### src/rtl/sqemux_sel_ctrl.sv
// Select/enable sequencer for one SQEMUX: gates SEN for GAP_CYCLES around every SELECT flip.
// All outputs registered; requests arriving while BUSY are dropped, not queued.
module sqemux_sel_ctrl #(
   parameter int GAP_CYCLES = 4,
   parameter int CNT_W      = 8
) (
   input  logic             QCK,
   input  logic             QRT,
   input  logic             REQ,
   input  logic             REQSEL,
   output logic             SELECT,
   output logic             SEN,
   output logic             DEN,
   output logic             DYNEN,
   output logic             BUSY,
   output logic             DONE,
   output logic [CNT_W-1:0] SWCNT
);

   localparam logic [3:0] GAP_LD = 4'(GAP_CYCLES - 1);

   typedef enum logic [1:0] {IDLE, DRAIN, SWITCH, SETTLE} state_t;

   state_t           state, next_state;
   logic [3:0]       gap_cnt, gap_cnt_d;
   logic             req_sel, req_sel_d;
   logic             sel_d, sen_d, busy_d, done_d;
   logic [CNT_W-1:0] swcnt_d;

   always_ff @(posedge QCK) begin
      if (QRT) begin
         state   <= IDLE;
         gap_cnt <= 4'd0;
         req_sel <= 1'b0;
      end else begin
         state   <= next_state;
         gap_cnt <= gap_cnt_d;
         req_sel <= req_sel_d;
      end
   end

   always_comb begin
      next_state = state;
      gap_cnt_d  = gap_cnt;
      req_sel_d  = req_sel;
      case (state)
         IDLE: begin
            if (REQ && (REQSEL != SELECT)) begin
               next_state = DRAIN;
               gap_cnt_d  = GAP_LD;
               req_sel_d  = REQSEL;
            end
         end
         DRAIN: begin
            if (gap_cnt == 4'd0) next_state = SWITCH;
            else                 gap_cnt_d  = gap_cnt - 4'd1;
         end
         SWITCH: begin
            next_state = SETTLE;
            gap_cnt_d  = GAP_LD;
         end
         SETTLE: begin
            if (gap_cnt == 4'd0) next_state = IDLE;
            else                 gap_cnt_d  = gap_cnt - 4'd1;
         end
         default: next_state = IDLE;
      endcase
   end

   // The flip is registered on the edge entering SWITCH so SELECT is new while SWITCH is shown.
   always_comb begin
      sel_d   = SELECT;
      swcnt_d = SWCNT;
      if ((state == DRAIN) && (gap_cnt == 4'd0)) begin
         sel_d   = req_sel;
         swcnt_d = SWCNT + CNT_W'(1);
      end
      sen_d  = (next_state == IDLE);
      busy_d = (next_state != IDLE);
      done_d = ((state == IDLE) && REQ && (REQSEL == SELECT)) ||
               ((state == SETTLE) && (gap_cnt == 4'd0));
   end

   always_ff @(posedge QCK) begin
      if (QRT) begin
         SELECT <= 1'b0;
         SEN    <= 1'b1;
         DEN    <= 1'b0;
         DYNEN  <= 1'b1;
         BUSY   <= 1'b0;
         DONE   <= 1'b0;
         SWCNT  <= '0;
      end else begin
         SELECT <= sel_d;
         SEN    <= sen_d;
         DEN    <= 1'b0;
         DYNEN  <= 1'b1;
         BUSY   <= busy_d;
         DONE   <= done_d;
         SWCNT  <= swcnt_d;
      end
   end

endmodule

### config.mk
export PLATFORM = sky130hd
export DESIGN_NAME = sqemux_sel_ctrl
export DESIGN_NICKNAME = d
export VERILOG_FILES = /design/src/rtl/sqemux_sel_ctrl.sv
export SDC_FILE = /design/constraint.sdc
export NUM_CORES = 1
export LEC_CHECK = 0
export CORE_MARGIN = 5
export CORE_UTILIZATION = 40
export CTS_BUF_LIST = sky130_fd_sc_hd__clkbuf_8 sky130_fd_sc_hd__clkbuf_16
export DETAILED_ROUTE_END_ITERATION = 10
export PLACE_DENSITY = 0.76
export SYNTH_ARGS = -nofsm -noshare
export SYNTH_HDL_FRONTEND = slang
export SYNTH_SLANG_ARGS = --single-unit
### constraint.sdc
create_clock -name QCK -period 2.3 [get_ports QCK]
set_input_delay 0.46 -clock QCK [delete_from_list [all_inputs] [get_ports QCK]]
set_output_delay 0.46 -clock QCK [all_outputs]
set_load 0.02 [all_outputs]
== After elaboration in Yosys (flattened, before gate mapping) ==
Cells that the tools add are included.

* Output and inout bits: 14
* Bits of input ports: 4
* Register bits: 19
* Logic and storage cells: 37

* Multiplexer cells: 7
* Equality and inequality tests: 7
* Reductions and logical operators: 13
* Add/subtract/negate cells: 2

{| class="wikitable"
|+ Operators by type and width
! operator !! count
|-
| $pmux W4 S3 || 1
|-
| $add A8 B1 Y8 const B || 1
|-
| $mux W4 || 2
|-
| $pmux W2 S4 || 1
|-
| $mux W2 || 3
|-
| $logic_and A1 B1 Y1 || 5
|-
| $eq A2 B2 Y1 const B || 2
|-
| $logic_not A2 Y1 || 2
|-
| $logic_not A4 Y1 || 1
|-
| $ne A2 B2 Y1 const B || 2
|-
| $reduce_and A2 Y1 || 2
|-
| $sub A4 B1 Y4 const B || 1
|-
| $eq A2 B1 Y1 const B || 1
|-
| $reduce_bool A2 Y1 || 1
|-
| $reduce_or A2 Y1 || 1
|-
| $eq A1 B1 Y1 || 1
|-
| $logic_or A1 B1 Y1 || 1
|-
| $ne A1 B1 Y1 || 1
|}

== Logic depth before layout (Yosys ltp) ==
* Depth after elaboration: 5
* Mapped depth: 7
* Mapped depth without buffers: 6

== Least setup slack after synthesis ==
OpenSTA, ideal clock, no wires.

* Path kind: register -> register
* Start: register gap_cnt[0]
* End: register gap_cnt[3]
* Slack: 843 ps
* Required time: 2,169 ps
* Buffers on the path: 0
* Arrival: 1,326 ps
* Period minus slack after synthesis: 1,457 ps
* Stages on the path, launching flop included: 7
* Library setup time: 131 ps
* Cell sequence: dfxtp_1 > inv_1 > ha_1 > and4bb_1 > o2bb2ai_4 > mux2i_1 > nor4_2

* Cells in the longest elaborated chain, start to end: 3
* Elaborated cells between the ends (all ways): 6
* Classes of those cells: add/sub: 1; eq/ne: 1; mux: 2; reduce/logical: 2

{| class="wikitable"
|+ Ends and longest elaborated chain
! element !! RTL line !! RTL
|-
| from (decl) || 25 || <nowiki>logic [3:0] gap_cnt, gap_cnt_d;</nowiki>
|-
| from (signal assigned) || 37 || <nowiki>gap_cnt <= gap_cnt_d;</nowiki>
|-
| $sub A4 B1 Y4 / $logic_not A4 Y1 (equally long branches) || -- ||
|-
| $mux W4 / $ne A2 B2 Y1 (equally long branches) || -- ||
|-
| $pmux W4 S3 / $reduce_and A2 Y1 (equally long branches) || -- ||
|}

Parallel ways exist; a longest one is shown, timed or not. The select of a mux whose other input is x is not followed.
A chain may end at the register's enable or synchronous reset.

== Final worst setup path ==
* Start: register gap_cnt[0]
* End: register SWCNT[7]

* Cells in the longest elaborated chain, start to end: 2

{| class="wikitable"
|+ Ends and longest elaborated chain
! element !! RTL line !! RTL
|-
| $logic_not A4 Y1 || 74 || <nowiki>if ((state == DRAIN) && (gap_cnt == 4'd0)) begin</nowiki>
|-
| $logic_and A1 B1 Y1 || 74 ||
|-
| to (signal assigned) || 100 || <nowiki>SWCNT <= swcnt_d;</nowiki>
|-
| to (decl) || 17 || <nowiki>output logic [CNT_W-1:0] SWCNT</nowiki>
|}

Every way passes these cells.

==> impl_metrics.tcl <==
set metrics [dict create \
    drtAntennaViolNets 0 \
    grt_remaining_overflow 0 \
    ys_seq_area_frac 0.402 \
    cts_sinks 19 \
    die-area_um2 3440 \
    drv_slew 0 \
    fp.dieW_um 58.6 \
    drive_above_1_share 0.113 \
    required_ps 2450 \
    path_class "reg -> reg" \
    syn_area_um2 946 \
    ys_async_sr_fraction 0 \
    finalSetupTns_ps 0 \
    cts-buffers-inserted 3 \
    viasPerCell 5.02 \
    rows 17 \
    hp-class "reg -> reg" \
    postCtsSetupRepairBufs 0 \
    yosys_warnings 0 \
    hold_buffers 0 \
    vdd_ir_drop_max_mv 0.402 \
    yosysTopAreaCellShare 0.402 \
    power.internal_w 0.000601 \
    vias 718 \
    core_area_um2 2230 \
    place_congestion 0.752 \
    p_switching_w 0.000300 \
    placed_area_um2 1090 \
    clock_path_buffers 2 \
    drc_errors 0 \
    fmax_mhz 554 \
    n_antenna_cell 0 \
    fin_hold_ws_ps 468 \
    p_clk_frac 0.250 \
    p_comb_frac 0.289 \
    synthTopCellsByCount "19 x dfxtp_1, 17 x nor2_1, 12 x nand2_1" \
    pin_count 18 \
    wl_per_cell_um 12.3 \
    synth_top_cells_by_area "dfxtp_1 40%, nor2_1 6.7%, xnor2_1 5.6%, nand2_1 4.8%, a21oi_1 3.2%" \
    syn_inst 102 \
    final.fill_count 205 \
    grt_pass1_wl_um 2930 \
    initial_core_util 0.424 \
    power_density_nw_per_um2 794 \
    synth-main-ff-cell "dfxtp_1" \
    syn_area_per_cell_um2 9.27 \
    synth_cell_type_count 30 \
    crit_path_end_kind "flop" \
    synth_area_leader_cell "dfxtp_1" \
    hpwl_um 1320 \
    setup_viol 0 \
    totalWireLength_um 1760 \
    worstSetupStartpointType "flop" \
    worst_skew_pair.late_latency_ps 250 \
    worst_clock_skew_ps 2.49 \
    status "finished clean" \
    die_h_um 58.6 \
    fin_area_um2 1130 \
    portBuffers 15 \
    clkTransAtPathRegs_ps 70 \
    antenna_found_initial 0 \
    grt_pass1_vias 733 \
    cts_resized 0 \
    tritoncts "yes" \
    path_max_fanout 8 \
    switching_share 0.332 \
    grt_use_total 0.109 \
    cp.arrival_ps 1950 \
    dr.pass1.iters 4 \
    hold_viol 0 \
    synthesis.nets 108 \
    synth-seq-cells 19 \
    synthToLayoutAreaGrowth_pct 20.0 \
    root_buffer "clkbuf_8" \
    drt-initial-drc-count 22 \
    maxCapViolations 0 \
    fin_util 0.508 \
    rsz0062_at_grt "false" \
    seqPwrFrac 0.462 \
    p_leak_nw 0.417 \
    synth_edf_count 0 \
    period_needed_ps 1810 \
    yosysMostFrequentCell "dfxtp_1" \
    grt_max_degree 12 \
    htreeDepth 1 \
    nets 122 \
    post-route-period-util 0.785 \
]
## worst max-delay path: stages, from the launching register on
cell and delay (ps):
dfxtp_1 340, inv_1 60, ha_1 240, nand4bb_1 430, nor4_4 420, xnor2_1 150, nor2_1 50
## logic make-up (layout without fill, tap and decap cells)
kind of cell	after synthesis	after routing	share of synthesized area
and+or+nand+nor	46	46	0.296
AOI/OAI and AO/OA	11	11	0.0926
buffers and inverters	12	25	0.0714
DFF	19	19	0.402
xor gates and xnor gates	8	8	0.0820
muxes	2	2	0.0212
adders and majority gates	2	2	0.0265
other	2	2	0.00794
## metrics by stage
| step | worst slack (ps) | total power (W) | cells |
|---|---|---|---|
| final | 495 | 0.000901 | 143 |
| after global routing | 384 | 0.000950 | 143 |
| after CTS | 511 | 0.000906 | 143 |
| after detailed placement | 367 | 0.000682 | 139 |
| after global placement | 405 | 0.000665 | 139 |
| after floorplan | 843 | 0.000628 | 102 |
## cell type report
cell class                 instances  area (um^2)  share of cell area
clock buffer                       3         41.3              0.0364
clock inverter                     1         3.75             0.00331
inverter                           5         18.8              0.0165
multi-input combinational         71          498               0.439
sequential                        19          380               0.335
tap                               28         35.0              0.0309
timing repair buffer              16          158               0.139
## state kept, by name, indices dropped and copies added (netlist names)
name     cells
state        2
SELECT       1
req_sel      1
gap_cnt      4
SWCNT        8
BUSY         1
SEN          1
DONE         1
## path summary, 6_finish.rpt
check | startpoint | to | slack, ps | cells past startpoint
min | req_sel | SELECT | 470 | 2
max | gap_cnt[0] | SWCNT[7] | 490 | 6
max reg2reg | gap_cnt[0] | SWCNT[7] | 490 | 6
min reg2reg | req_sel | SELECT | 470 | 2
## power by group through the flow
stage / Sequential (W) / Clock (W) / Combinational [W]
final: 0.000416 / 0.000225 / 0.000260
after global routing: 0.000422 / 0.000244 / 0.000285
after CTS: 0.000416 / 0.000230 / 0.000260
after detailed placement: 0.000423 / 0 / 0.000259
after global placement: 0.000420 / 0 / 0.000245
after floorplan: 0.000413 / 0 / 0.000215
## placed cells by master, fill, tap and decap left out
master	count
dfxtp_1	19
nor2_1	17
clkdlybuf4s50_1	15
nand2_1	12
a21oi_1	6
xnor2_1	6
inv_1	4
nor3_1	4
clkbuf_8	3
inv_2	2
nand4b_1	2
nor2b_1	2
a311oi_1	2
nand3_1	2
mux2i_1	2
ha_1	2
conb_1	2
xor2_2	1
a21boi_1	1
nand4bb_1	1
or3_4	1
nor3b_4	1
nor4_4	1
o21ai_1	1
and4bb_1	1
o2bb2ai_4	1
nor4b_4	1
xor2_1	1
nor4_2	1
buf_4	1
## metal layers
layer  share of wire  GRT usage  wire, um  vias up
met3           0.065     0.0263       114        2
li1                -          -         -      360
met5               0          0         0        -
met1            0.45      0.126       792      334
met4          0.0057     0.0680        10        0
met2            0.48      0.179       837       22
Note: power is estimated with default switching activity, not from simulation.
